### src/rtl/buffer_stream_reader.sv
// Frame reader: walks every block of every bank and streams one byte per bank per beat downstream.
// Latency: first beat READ_LATENCY+1 cycles after start; one beat per cycle when unstalled.
// Backpressure: reads issue only against free FIFO credits, so I_ready low stalls issue with no loss.

module bsr_fifo #(
    parameter int WIDTH = 8,
    parameter int DEPTH = 2,
    parameter int CW    = $clog2(DEPTH + 1)
) (
    input  logic             clk,
    input  logic             rst,
    input  logic             push,
    input  logic [WIDTH-1:0] push_dat,
    input  logic             pop,
    output logic [WIDTH-1:0] pop_dat,
    output logic             pop_vld,
    output logic [CW-1:0]    count
);
    // Small register FIFO; head entry is read straight from storage registers (no fall-through).
    // Latency: a pushed entry is visible one cycle after the push edge.
    // Backpressure: the caller guarantees no push when full; pop is ignored when empty.
    localparam int PW = (DEPTH > 1) ? $clog2(DEPTH) : 1;
    localparam logic [PW-1:0] PTR_LAST = PW'(DEPTH - 1);

    logic [WIDTH-1:0] mem [DEPTH];
    logic [PW-1:0]    wr_ptr;
    logic [PW-1:0]    rd_ptr;
    logic             do_pop;

    assign pop_vld = (count != '0);
    assign do_pop  = pop && pop_vld;
    assign pop_dat = pop_vld ? mem[rd_ptr] : '0;

    // Storage needs no reset: the head is masked while the FIFO is empty.
    always_ff @(posedge clk) begin
        if (push) mem[wr_ptr] <= push_dat;
    end

    // Pointer and occupancy bookkeeping; simultaneous push and pop leaves count unchanged.
    always_ff @(posedge clk or posedge rst) begin
        if (rst) begin
            wr_ptr <= '0;
            rd_ptr <= '0;
            count  <= '0;
        end else begin
            if (push)   wr_ptr <= (wr_ptr == PTR_LAST) ? '0 : wr_ptr + 1'b1;
            if (do_pop) rd_ptr <= (rd_ptr == PTR_LAST) ? '0 : rd_ptr + 1'b1;
            if (push && !do_pop)      count <= count + 1'b1;
            else if (!push && do_pop) count <= count - 1'b1;
        end
    end
endmodule

module buffer_stream_reader #(
    parameter int BYTES_PER_BLOCK    = 2250,
    parameter int BANK_COUNT         = 6,
    parameter int BLOCK_COUNT        = 2,
    parameter int BLOCK_DATA_WIDTH_B = 8,
    parameter int ADDRESS_NUMBER_B   = (BYTES_PER_BLOCK * 8) / BLOCK_DATA_WIDTH_B,
    parameter int AW_B               = $clog2(ADDRESS_NUMBER_B),
    parameter int READ_LATENCY       = 1,
    parameter int FIFO_DEPTH         = READ_LATENCY + 1
) (
    input  logic                                            I_clk,
    input  logic                                            I_reset,
    input  logic                                            I_start,
    output logic                                            O_busy,
    output logic                                            O_done,
    output logic                                            O_ceb,
    output logic [BANK_COUNT*BLOCK_COUNT*AW_B-1:0]          O_adb_flat,
    input  logic [BANK_COUNT*BLOCK_COUNT*BLOCK_DATA_WIDTH_B-1:0] I_dout_flat,
    output logic [BANK_COUNT*BLOCK_DATA_WIDTH_B-1:0]        O_data_flat,
    output logic                                            O_valid,
    input  logic                                            I_ready,
    output logic                                            O_first,
    output logic                                            O_last
);
    localparam int DW  = BLOCK_DATA_WIDTH_B;
    localparam int BW  = (BLOCK_COUNT > 1) ? $clog2(BLOCK_COUNT) : 1;
    localparam int CRW = $clog2(FIFO_DEPTH + READ_LATENCY + 1) + 1;
    localparam int FW  = BANK_COUNT * DW + 2;
    localparam int FCW = $clog2(FIFO_DEPTH + 1);
    localparam logic [AW_B-1:0] ADDR_LAST = AW_B'(ADDRESS_NUMBER_B - 1);
    localparam logic [BW-1:0]   BLK_LAST  = BW'(BLOCK_COUNT - 1);

    typedef enum logic [1:0] {S_IDLE, S_RUN, S_DRAIN} state_t;

    state_t                   state;
    logic [AW_B-1:0]          addr;
    logic [BW-1:0]            blk;
    logic                     done;
    logic [READ_LATENCY-1:0]  vld_sr;
    logic [READ_LATENCY-1:0]  first_sr;
    logic [READ_LATENCY-1:0]  last_sr;
    logic [BW-1:0]            blk_sr [READ_LATENCY];
    logic [FCW-1:0]           fifo_count;
    logic [CRW-1:0]           inflight;
    logic [CRW-1:0]           used;
    logic                     issue;
    logic                     is_first;
    logic                     is_last;
    logic                     pop;
    logic                     fifo_vld;
    logic [FW-1:0]            fifo_out;
    logic [BANK_COUNT*DW-1:0] lane_dat;

    assign is_first = (addr == '0) && (blk == '0);
    assign is_last  = (addr == ADDR_LAST) && (blk == BLK_LAST);
    assign pop      = fifo_vld && I_ready;
    // Credits already spent: entries held plus reads still in the BSRAM pipe, less the one leaving now.
    assign used     = CRW'(fifo_count) + inflight - CRW'(pop);
    assign issue    = (state == S_RUN) && (used < CRW'(FIFO_DEPTH));

    assign O_ceb       = issue;
    assign O_busy      = (state != S_IDLE);
    assign O_done      = done;
    assign O_adb_flat  = {(BANK_COUNT * BLOCK_COUNT){addr}};
    assign O_valid     = fifo_vld;
    assign O_data_flat = fifo_out[BANK_COUNT*DW-1:0];
    assign O_first     = fifo_out[FW-2];
    assign O_last      = fifo_out[FW-1];

    // Count reads currently travelling through the BSRAM read pipeline.
    always_comb begin
        inflight = '0;
        for (int i = 0; i < READ_LATENCY; i++) inflight = inflight + CRW'(vld_sr[i]);
    end

    // Pick each bank's byte from the block that was addressed READ_LATENCY cycles ago.
    always_comb begin
        lane_dat = '0;
        for (int i = 0; i < BANK_COUNT; i++)
            lane_dat[i*DW +: DW] = I_dout_flat[(i*BLOCK_COUNT + int'(blk_sr[READ_LATENCY-1]))*DW +: DW];
    end

    // Frame sequencer: address/block walk, run-to-drain on the final read, done on empty pipeline.
    always_ff @(posedge I_clk or posedge I_reset) begin
        if (I_reset) begin
            state <= S_IDLE;
            addr  <= '0;
            blk   <= '0;
            done  <= 1'b0;
        end else begin
            done <= 1'b0;
            case (state)
                S_IDLE: begin
                    if (I_start) begin
                        state <= S_RUN;
                        addr  <= '0;
                        blk   <= '0;
                    end
                end
                S_RUN: begin
                    if (issue) begin
                        if (is_last) begin
                            state <= S_DRAIN;
                        end else if (addr == ADDR_LAST) begin
                            addr <= '0;
                            blk  <= blk + 1'b1;
                        end else begin
                            addr <= addr + 1'b1;
                        end
                    end
                end
                S_DRAIN: begin
                    if (fifo_count == '0 && inflight == '0) begin
                        state <= S_IDLE;
                        done  <= 1'b1;
                    end
                end
                default: state <= S_IDLE;
            endcase
        end
    end

    // Valid, block index and frame tags ride alongside each read for READ_LATENCY cycles.
    always_ff @(posedge I_clk or posedge I_reset) begin
        if (I_reset) begin
            vld_sr   <= '0;
            first_sr <= '0;
            last_sr  <= '0;
            for (int i = 0; i < READ_LATENCY; i++) blk_sr[i] <= '0;
        end else begin
            vld_sr[0]   <= issue;
            first_sr[0] <= is_first;
            last_sr[0]  <= is_last;
            blk_sr[0]   <= blk;
            for (int i = 1; i < READ_LATENCY; i++) begin
                vld_sr[i]   <= vld_sr[i-1];
                first_sr[i] <= first_sr[i-1];
                last_sr[i]  <= last_sr[i-1];
                blk_sr[i]   <= blk_sr[i-1];
            end
        end
    end

    bsr_fifo #(
        .WIDTH (FW),
        .DEPTH (FIFO_DEPTH),
        .CW    (FCW)
    ) u_fifo (
        .clk      (I_clk),
        .rst      (I_reset),
        .push     (vld_sr[READ_LATENCY-1]),
        .push_dat ({last_sr[READ_LATENCY-1], first_sr[READ_LATENCY-1], lane_dat}),
        .pop      (pop),
        .pop_dat  (fifo_out),
        .pop_vld  (fifo_vld),
        .count    (fifo_count)
    );
endmodule

### config.mk
export PLATFORM = sky130hd
export DESIGN_NAME = buffer_stream_reader
export DESIGN_NICKNAME = d
export VERILOG_FILES = /design/src/rtl/buffer_stream_reader.sv
export SDC_FILE = /design/constraint.sdc
export NUM_CORES = 1
export LEC_CHECK = 0
export BUFFER_PORTS_ARGS = -buffer_cell sky130_fd_sc_hd__buf_4
export CORE_AREA = 5 5 131 133
export CTS_BUF_LIST = sky130_fd_sc_hd__clkbuf_2
export DETAILED_ROUTE_END_ITERATION = 16
export DIE_AREA = 0 0 136 138
export HOLD_SLACK_MARGIN = 0.12
export MAX_ROUTING_LAYER = met4
export PLACE_DENSITY = 0.75
export RECOVER_POWER = 50
export SETUP_SLACK_MARGIN = 0.3
export SYNTH_ARGS = -nofsm -noshare
export SYNTH_HDL_FRONTEND = slang
export SYNTH_SLANG_ARGS = --single-unit
export TNS_END_PERCENT = 10
### constraint.sdc
create_clock -name I_clk -period 4.8 [get_ports I_clk]
set_input_delay 0.24 -clock I_clk [delete_from_list [all_inputs] [get_ports I_clk]]
set_output_delay 0.24 -clock I_clk [all_outputs]
set_load 0.03 [all_outputs]
-- Word-level counts from Yosys, hierarchy flattened
Memories as Yosys holds them, arrays and structs flattened.
Index checks and enable logic that the tools add are counted.
- add/subtract/negate cells: 13
- multipliers: 0
- div/mod/pow operators: 0
- order comparisons: 1
- equality and inequality tests: 9
- shifts and indexed selects: 6
- multiplexer cells: 24
- bitwise logic cells: 1
- reduce and logical (&&, ||, !) cells: 21
- operators by type and width (cell ; count):
    96-bit by 8-bit indexed part select with 8-bit output ; 2
    96-bit by 9-bit indexed part select with 8-bit output ; 2
    96-bit by 5-bit indexed part select with 8-bit output ; 1
    96-bit by 7-bit indexed part select with 8-bit output ; 1
    50-bit 2-to-1 mux ; 1
    12-bit 2-to-1 mux ; 4
    12-bit case mux with 2 select lines ; 1
    12-bit by 1-bit adder with 12-bit output (second input constant) ; 1
    12-bit == test (second input constant) ; 1
    12-bit logical NOT ; 1
    2-bit 2-to-1 mux ; 6
    4-bit by 1-bit adder with 5-bit output (first input constant) ; 2
    1-bit 2-to-1 mux ; 10
    2-bit != test (second input constant) ; 5
    3-bit by 1-bit adder with 4-bit output (first input constant) ; 2
    1-bit logical AND ; 8
    4-bit AND reduction ; 2
    2-bit nonzero test ; 4
    2-bit case mux with 3 select lines ; 1
    5-bit AND reduction ; 1
    2-bit logical NOT ; 2
    1-bit adder (second input constant) ; 3
    2-bit by 1-bit adder with 3-bit output ; 1
    2-bit by 1-bit adder with 3-bit output (first input constant) ; 1
    11 further kinds ; 12
- bits in registers: 24
- bits in latches: 0
- memory bits (writable): 100
- bits in read-only memories: 0
- input port bits: 100
- output and inout port bits: 198
- memories kept: 1
- memory list (name ; words ; bits a word ; read ports ; clocked after Yosys merged registers in ; write ports ; RTL line ; RTL):
    u_fifo.mem ; 2 ; 50 ; 1 ; 0 ; 1 ; 25 ; logic [WIDTH-1:0] mem [DEPTH];

-- Logic depth before layout (Yosys ltp)
Gate-level depths: netlist of run 1.
- word-level depth: 7
- mapped depth: 12
- gate-level depth less buffers: 12

-- Hierarchy
A second synthesis of run 1 with hierarchy kept.
- cell total of the unflattened synthesis: 534
- area, all modules: 6700.2 um2
- by module, submodules not included (module ; times used ; cells each ; area each (um2)):
    bsr_fifo ; 1 ; 228 ; 3995.1
    buffer_stream_reader ; 1 ; 306 ; 2705.1

-- Worst setup path after synthesis of run 1
Ideal clock, no wire load.
- path type: reg-to-reg
- start point: reg vld_sr
- end point: mem u_fifo.mem[0][0] (netlist bit), enable pin
- library setup time: 464 ps
- data arrival time: 2677 ps
- required time: 4336 ps
- setup slack: 1659 ps
- cell stages (with the launch flop): 2
- buffers on the path: 0
- clock period less this slack: 3141 ps
- path through: dfrtp_1 nor2b_1
- word-level cells in the longest chain between the ends: 2
- RTL lines (item ; RTL line ; RTL):
    from (decl) ; 92 ; logic [READ_LATENCY-1:0] vld_sr;
    from (signal, indexed assignment) ; 189 ; vld_sr[i] <= vld_sr[i-1];
    1-bit 2-to-1 mux ; 36 ; if (push) mem[wr_ptr] <= push_dat;
    1-bit 2-to-1 mux (not written as such) ; 36 ;
    to (decl) ; 25 ;
No other way between the ends.

-- Final worst setup path of run 1
- start point: reg u_fifo.rd_ptr
- end point: out O_data_flat[31]
- word-level cells in the longest chain between the ends: 2
- RTL lines (item ; RTL line ; RTL):
    from (decl) ; 27 ; logic [PW-1:0] rd_ptr;
    from (signal assigned) ; 47 ; if (do_pop) rd_ptr <= (rd_ptr == PTR_LAST) ? '0 : rd_ptr + 1'b1;
    memory read 2 x 50 bit ; n/a ;
    50-bit 2-to-1 mux ; 32 ; assign pop_dat = pop_vld ? mem[rd_ptr] : '0;
    to (decl) ; 72 ; output logic [BANK_COUNT*BLOCK_DATA_WIDTH_B-1:0] O_data_flat,
No other way between the ends.

==> summary.md, run 1 <==
| Metric | Value |
|---|---|
| Worst hold-check path type | `in -> async` |
| # clock sinks | `124` |
| Layout cells sized above 1 | `38.15%` |
| Gr ovfl total | `0` |
| Clk buf depth | `2` |
| GRT Overall Usage | `18.17%` |
| P_leak | `3.814 nW` |
| Rows | `46` |
| Synth Instances | `528` |
| Endpoint class of the critical path | `output pin` |
| Core footprint | `0.01571 mm²` |
| Xor/xnor share of the synthesized area | `0.7845%` |
| I/O pin cnt | `298` |
| Compound-gate portion of the synthesized area | `4.146%` |
| Die extent in y | `138 µm` |
| Vias | `4771` |
| Crit share post-route | `74.21%` |
| Maximum vdd drop | `431.2 µV` |
| Post-Syn Area | `0.006699 mm²` |
| Pwr dens | `632.5 mW/mm²` |
| Root buf cell | `clkbuf_2` |
| DP Wirelength | `11280 µm` |
| Count of non-filler cells in the finished layout | `1027` |
| Post-synthesis adder-cell area fraction | `1.233%` |
| Vias in the first global route | `5166` |
| Largest stage delay, worst path | `1.59 ns` |
| Drt via density | `4.646` |
| CP max FO | `32` |
| Area growth syn-to-layout | `34.83%` |
| DRC errors left | `0` |
| Least-Margin Pin Slew | `2.931 ns` |
| Crit path kind | `reg -> out` |
| Routed len/inst | `16.64 µm` |
| Final hold vios | `0` |
| Largest family of logic cells by synthesized area | `buffers and inverters` |
| Crit path arrival time | `3.32 ns` |
| Yosys Warn Count | `0` |
| H-tree depth | `4` |
| Total Power | `5.713 mW` |
| Final antenna-violating net count | `0` |
| Initial antenna violation count | `1` |
| Initial Util | `42.63%` |
| EDFF count, synth | `100` |
| Crit path launch type | `flip-flop` |
| First-pass GRT wire length | `26380 µm` |
| RSZ-0062 raised after global routing | `false` |
| Drt initial violations | `210` |
| Yosys reg bits | `124` |
| Most used DFF post-synth | `edfxtp_1` |
| Clock Pin Slew Worst Setup and Hold Paths | `0.20 ns` |
| Syn Nets | `634` |
| Syn Area/Cell | `12.69 µm²` |
| Critical Path RT | `4.56 ns` |
| Fillers | `1324` |
| Die Width | `136 µm` |
| Yosys cell types | `47` |
| IO buf count | `297` |
| Cell Chain, Critical Path | `buf_4 > mux2i_1 > nor2_1 > buf_4` |
| Seq/Total Area, Yosys | `53.79%` |
| Post-route setup TNS | `0 ns` |
| Final Max Slew Viols | `135` |
| Worst slew margin | `-95.40%` |
| Most used cell, CP | `buf_4` |
| Status | `complete, but fails checks` |
| DRT Wirelength | `17090 µm` |
| # setup viols final | `0` |
| Failing checks | `capacitance limit, slew limit` |
| Async set-or-reset flop fraction in the synthesized netlist | `19.35%` |
| NumNets Final | `903` |
| Final Critical Period | `3.562 ns` |
| Placed cells | `895` |
| Post-Synth Simple-Gate Area | `7.770%` |
| Max Clk Rate | `280.7 MHz` |
| Critical path's slowest cell | `dfrtp_1` |
| Reg area | `0.003605 mm²` |
| 1st-pass router iterations | `4` |
| Util after Layout | `57.49%` |
| Total CTS buffers | `17` |
| TritonCTS clock tree | `done` |
| Clock Skew | `0.02046 ns` |
| Placer Congestion | `0.7775` |
| Worst-skew pair later-pin latency | `0.63 ns` |
| Multi-input logic area | `0.001966 mm²` |
| Largest net degree at the start of global routing | `51` |
| Die area | `0.01877 mm²` |
| Gates resized, CTS repair | `0` |
| Mux share of post-synthesis cell area | `15.54%` |
| Max-cap viol count | `3` |
[report_power, final]
part	internal, mW	switching (mW)	leakage, nW
combinational	1.25	1.99	2.45
sequential	1.53	0.310	1.23
clock	0.241	0.394	0.130
total	3.02	2.69	3.81
[critical path, delay by kind of cell, from the launching register on]
family	cells	cell delay, ns
mux	1	0.31
simple gates	1	0.07
buf+inv	2	0.73
flops	1	1.59
[flip-flops by register name (all words and copies together), names as in the netlist]
register	cells
blk_sr	1
blk	1
last_sr	1
u_fifo.wr_ptr	1
O_done	1
first_sr	1
state	2
addr	12
u_fifo.count	2
u_fifo.mem	100
vld_sr	1
u_fifo.rd_ptr	1
[synth_stat cells (all sizes together) (4+ instances only)]
cell type	instances	area share, %
edfxtp	100	45
nor4	4	0.60
nor3	7	0.52
mux2	48	8.1
xnor2	4	0.52
inv	10	0.56
a22o	10	1.3
mux2i	50	7.5
nor2b	4	0.37
dfrtp	24	9.0
clkbuf	9	0.52
nand2	10	0.56
ha	5	0.93
buf	141	16
o21ai	10	1.3
nor2	62	3.6
[per-layer routing]
layer	vias up	global-route usage [%]	routed length, µm	part of all wire [%]
met5	-	-	0	0
met4	0	6.101	335	2.0
met3	22	4.354	1301	7.6
met2	224	32.54	8797	51
met1	2257	19.53	6655	39
li1	2268	-	-	-
[worst paths after layout]
path	from	end	slack, ns	cells past startpoint
hold / removal	I_reset	addr[11]	0.36	3
setup / recovery	u_fifo.rd_ptr	O_data_flat[31]	1.24	4
min in group I_clk	I_start	blk	0.39	3
hold reg to reg	first_sr	u_fifo.mem[0][48]	0.47	0
setup reg to reg	vld_sr	u_fifo.mem[1][35]	1.58	2
max in group asynchronous	I_reset	blk_sr	3.80	3
[repair_timing]
action / CTS / global route
setup endpoints to repair: 0 / 0
endpoints found under the hold margin: 124 / 0
hold buffers: 99 / 0
setup buffers: 0 / 0
[final cells by class]
class / instances / area share (%)
sequential: 124 / 39.91
inverter: 10 / 0.4156
antenna: 1 / 0.02770
multi-input combinational: 244 / 21.76
clock inverter: 14 / 1.607
clock buffer: 18 / 0.9974
timing repair buffer: 400 / 32.29
tap: 216 / 2.992
[kinds of logic after synthesis]
family | count (synthesis)
simple gates | 104
flops | 124
fa+ha+maj | 6
xor+xnor | 6
compound gates | 30
mux | 98
buf+inv | 160
[per-stage QoR]
| step | hold WS, ns | setup slack, ns | cell area [µm²] |
|---|---|---|---|
| floorplan | 0.2546 | 1.659 | 6699 |
| global placement | 0.4263 | 2.066 | 8164 |
| detailed placement | 0.4376 | 1.936 | 8164 |
| CTS | 0.2950 | 1.458 | 9390 |
| global route | 0.3291 | 1.009 | 9032 |
| finish | 0.3580 | 1.238 | 9032 |
[cells in the final DEF, fill, tap and decap left out, types with 2 or more instances in the layout]
cell	Yosys	final
nand3_1	3	3
mux2i_1	50	50
clkinv_1	0	3
clkinv_4	0	2
dfrtp_1	24	23
buf_4	132	211
xor2_1	2	2
nand2_1	10	10
and2_1	3	2
bufinv_16	0	2
o21ai_2	7	7
inv_1	10	10
mux2_2	48	48
clkbuf_2	1	18
clkbuf_1	8	89
a22o_1	10	10
and3_1	2	2
nor3_1	7	7
nor2_4	1	2
inv_6	0	3
ha_1	5	5
nor2_1	60	59
dlygate4sd3_1	0	99
nor4_1	3	4
edfxtp_1	100	100
clkinvlp_4	0	4
xnor2_1	4	4
o21ai_0	2	2
nor2b_1	4	4
and4_1	1	2
a211oi_1	2	2
a21oi_1	2	2
No activity file was read; power rests on OpenSTA's default activity.
==> run 2: changes to the inputs <==
- PLACE_DENSITY: 0.75 -> 0.78
- clock period: 4.8 -> 3.15 ns (I/O delays scaled with it)
==> run 2 against run 1 <==
Effect of this change:
- the run still ends with capacitance limit, slew limit left
- total power increased by 59%
- clock-buffer cell count decreased by 1
- global-route usage increased by 0.44 points
- wire length increased by 2.7%
- combinational power increased by 64%
- utilization increased by 1.0 points
- critical endpoint is now O_ceb
- non-clock buffer count increased by 9
- die area unchanged
- clock power increased by 61%
- register-to-register slack got worse by 1.3 ns
==> summary.md, run 2 (synthesis results as in run 1) <==
| Metric | Value |
|---|---|
| CP max FO | `4 (-88%)` |
| DRC errors left | `0 (unchanged)` |
| Worst setup margin | `0.2490 ns (-0.9888 ns)` |
| Cell Chain, Critical Path | `nor2_1 > inv_2 > nand2_2 > inv_2 > ha_4 > nor2b_4 > fa_2 > nor3_4 > buf_6` |
| Maximum vdd drop | `559.1 µV (+30%)` |
| DR top layer | `met4` |
| Most flop-heavy register | `u_fifo.mem` |
| Largest stage delay, worst path | `0.49 ns (-1.10 ns)` |
| Crit path kind | `reg -> out` |
| Initial Util | `42.63% (unchanged)` |
| Net Sw Power | `4.247 mW (+58%)` |
| TritonCTS clock tree | `done` |
| Combinational power share | `58.7% (+2.1 points)` |
| Post-place setup slack | `0.3460 ns (-1.590 ns)` |
| Critical path's slowest cell | `fa_2` |
| Status | `complete, but fails checks` |
| Worst hold-check path type | `in -> async` |
| Crit path arrival time | `2.74 ns (-0.58 ns)` |
| Commonest non-fill, non-tap cell in the layout | `buf_4` |
| Placer Congestion | `0.8183 (+5.2%)` |
| Flop pwr share | `30.0% (-2.2 points)` |
| Metal-1 WL | `6825 µm (+2.6%)` |
| Final hold vios | `0 (unchanged)` |
| Core footprint | `0.01571 mm² (unchanged)` |
| Routed len/inst | `16.92 µm (+1.7%)` |
| Post-route cell area | `0.009193 mm² (+1.8%)` |
| Largest register FFs | `100 (unchanged)` |
| Post-route setup TNS | `0 ns (unchanged)` |
| Endpoint class of the critical path | `output pin` |
| DRT Wirelength | `17560 µm (+2.7%)` |
| GRT Overall Usage | `18.61% (+0.44 points)` |
| First-pass GRT wire length | `27090 µm (+2.7%)` |
| Fillers | `1281 (-3.2%)` |
| RSZ-0062 raised after global routing | `true` |
| Commonest non-fill, non-tap cells in the layout | `buf_4, edfxtp_1, dlygate4sd3_1` |
| Largest net degree at the start of global routing | `51 (unchanged)` |
| NumNets Final | `912 (+1.0%)` |
| Crit share post-route | `92.10%` |
| CP top delay family | `adder cells` |
| Final antenna-violating net count | `0 (unchanged)` |
| Die area | `0.01877 mm² (unchanged)` |
| Met3 WL | `1382 µm (+6.2%)` |
| Pwr dens | `985.5 mW/mm² (+56%)` |
| Die extent in y | `138 µm (unchanged)` |
| Gr ovfl total | `0 (unchanged)` |
| Least-Margin Pin Slew | `1.978 ns (-0.9529 ns)` |
| # clock sinks | `124 (unchanged)` |
| Total CTS buffers | `17 (unchanged)` |
| Rows | `46 (unchanged)` |
| Worst slew margin | `-32.15% (+63 points)` |
| Fin Hold WS | `0.2310 ns (-0.1270 ns)` |
| Area growth syn-to-layout | `37.22%` |
| DP Area | `0.008199 mm² (+0.43%)` |
| Final Critical Period | `2.901 ns` |
| Drt initial violations | `254 (+21%)` |
| Initial antenna violation count | `1 (unchanged)` |
| CP Buf/Inv Count | `3 (+1)` |
| IO buf count | `297 (unchanged)` |
| Sw Ratio | `46.88% (-0.21 points)` |
| DP Wirelength | `11680 µm (+3.6%)` |
| Clock power frac | `11.3% (+0.2 points)` |
| Vias in the first global route | `5359 (+3.7%)` |
| Max Clk Rate | `344.7 MHz` |
| Int Pwr | `4.812 mW (+59%)` |
| Max-cap viol count | `1 (-2)` |
| # setup viols final | `0 (unchanged)` |
| 1st-pass router iterations | `4 (unchanged)` |
| Critical Path RT | `2.99 ns (-1.57 ns)` |
| Crit path launch type | `flip-flop` |
| Final Max Slew Viols | `23 (-83%)` |
| WL met2 | `8966 µm (+1.9%)` |
| Drt via density | `4.692 (+0.99%)` |
| Largest registers | `u_fifo.mem x100, addr x12` |
| Most used cell, CP | `inv_2` |
| Clock Skew | `0.02798 ns (+0.007520 ns)` |
| P_leak | `3.884 nW (+1.8%)` |
| Die Width | `136 µm (unchanged)` |
| I/O pin cnt | `298 (unchanged)` |
| Failing checks | `capacitance limit, slew limit` |
| Clock Pin Slew Worst Setup and Hold Paths | `0.21 ns (about the same)` |
| Layout cells sized above 1 | `40.66% (+2.5 points)` |
| Vias | `4870 (+2.1%)` |
| Worst-skew pair later-pin latency | `0.67 ns (+0.04 ns)` |
| Clk buf depth | `2 (unchanged)` |
| H-tree depth | `4 (unchanged)` |
| Root buf cell | `clkbuf_2` |
[run 2: final cells by class]
cell class              count  area, µm²  share of cell area, %
diodes                      3      7.507                0.08167
clock buffers              17      85.08                 0.9255
multi-input cells         244       2012                  21.89
flip-flops and latches    124       3608                  39.25
well taps                 216      270.3                  2.940
inverters                  10      37.54                 0.4083
clock inverters            15      165.2                  1.797
repair buffers            409       3007                  32.71
[run 2: repair_timing]
action,CTS,global route
hold buffers,99,0
gates resized for setup,14,0
endpoints found under the setup margin,1,12
setup buffers,6,0
hold endpoints to repair,137,0
pin swaps,5,0
[run 2: routing by layer]
| metal | GRT usage [%] | vias to the layer above |
|---|---|---|
| met5 | - | - |
| met4 | 6.737 | 0 |
| met3 | 4.427 | 30 |
| met2 | 31.86 | 254 |
| met1 | 21.11 | 2292 |
| li1 | - | 2294 |
[run 2: worst register-to-register path: stages (launching register included)]
cell and delay (ns):
dfrtp_2 0.45, nor2_1 0.18, inv_2 0.08, nand2_2 0.08, inv_2 0.05, ha_4 0.21, nor2b_4 0.12, fa_2 0.49
buf_4 0.17, o32ai_4 0.35, o21a_4 0.27, nand2_1 0.10, o31ai_2 0.21
[run 2: final timing paths]
check                           startpoint                 to  slack, ns  depth (start not counted)
min in group I_clk                 I_start                blk       0.25                          3
hold reg to reg                   first_sr  u_fifo.mem[1][48]       0.47                          0
setup / recovery           u_fifo.count[1]              O_ceb       0.25                          9
setup reg to reg           u_fifo.count[1]            addr[8]       0.31                         12
max in group asynchronous          I_reset      u_fifo.rd_ptr       2.27                          3
hold / removal                     I_reset      u_fifo.wr_ptr       0.23                          3
[run 2: stage by stage]
step                      power [mW]  instances  util (%)
after floorplan                6.306        528         -
after global placement         7.579        898     52.18
after detailed placement       7.697        898     52.18
after CTS                      9.239       1035     60.76
after global routing           9.512       1037     58.49
final                          9.059       1038     58.50
[run 2: power by group through the flow]
stage                     clock, mW  sequential, mW  combinational [mW]
after floorplan                   0            2.61                3.70
after global routing           1.12            2.78                5.61
final                          1.02            2.72                5.32
after detailed placement          0            2.78                4.92
after CTS                      1.06            2.74                5.45
after global placement            0            2.74                4.84
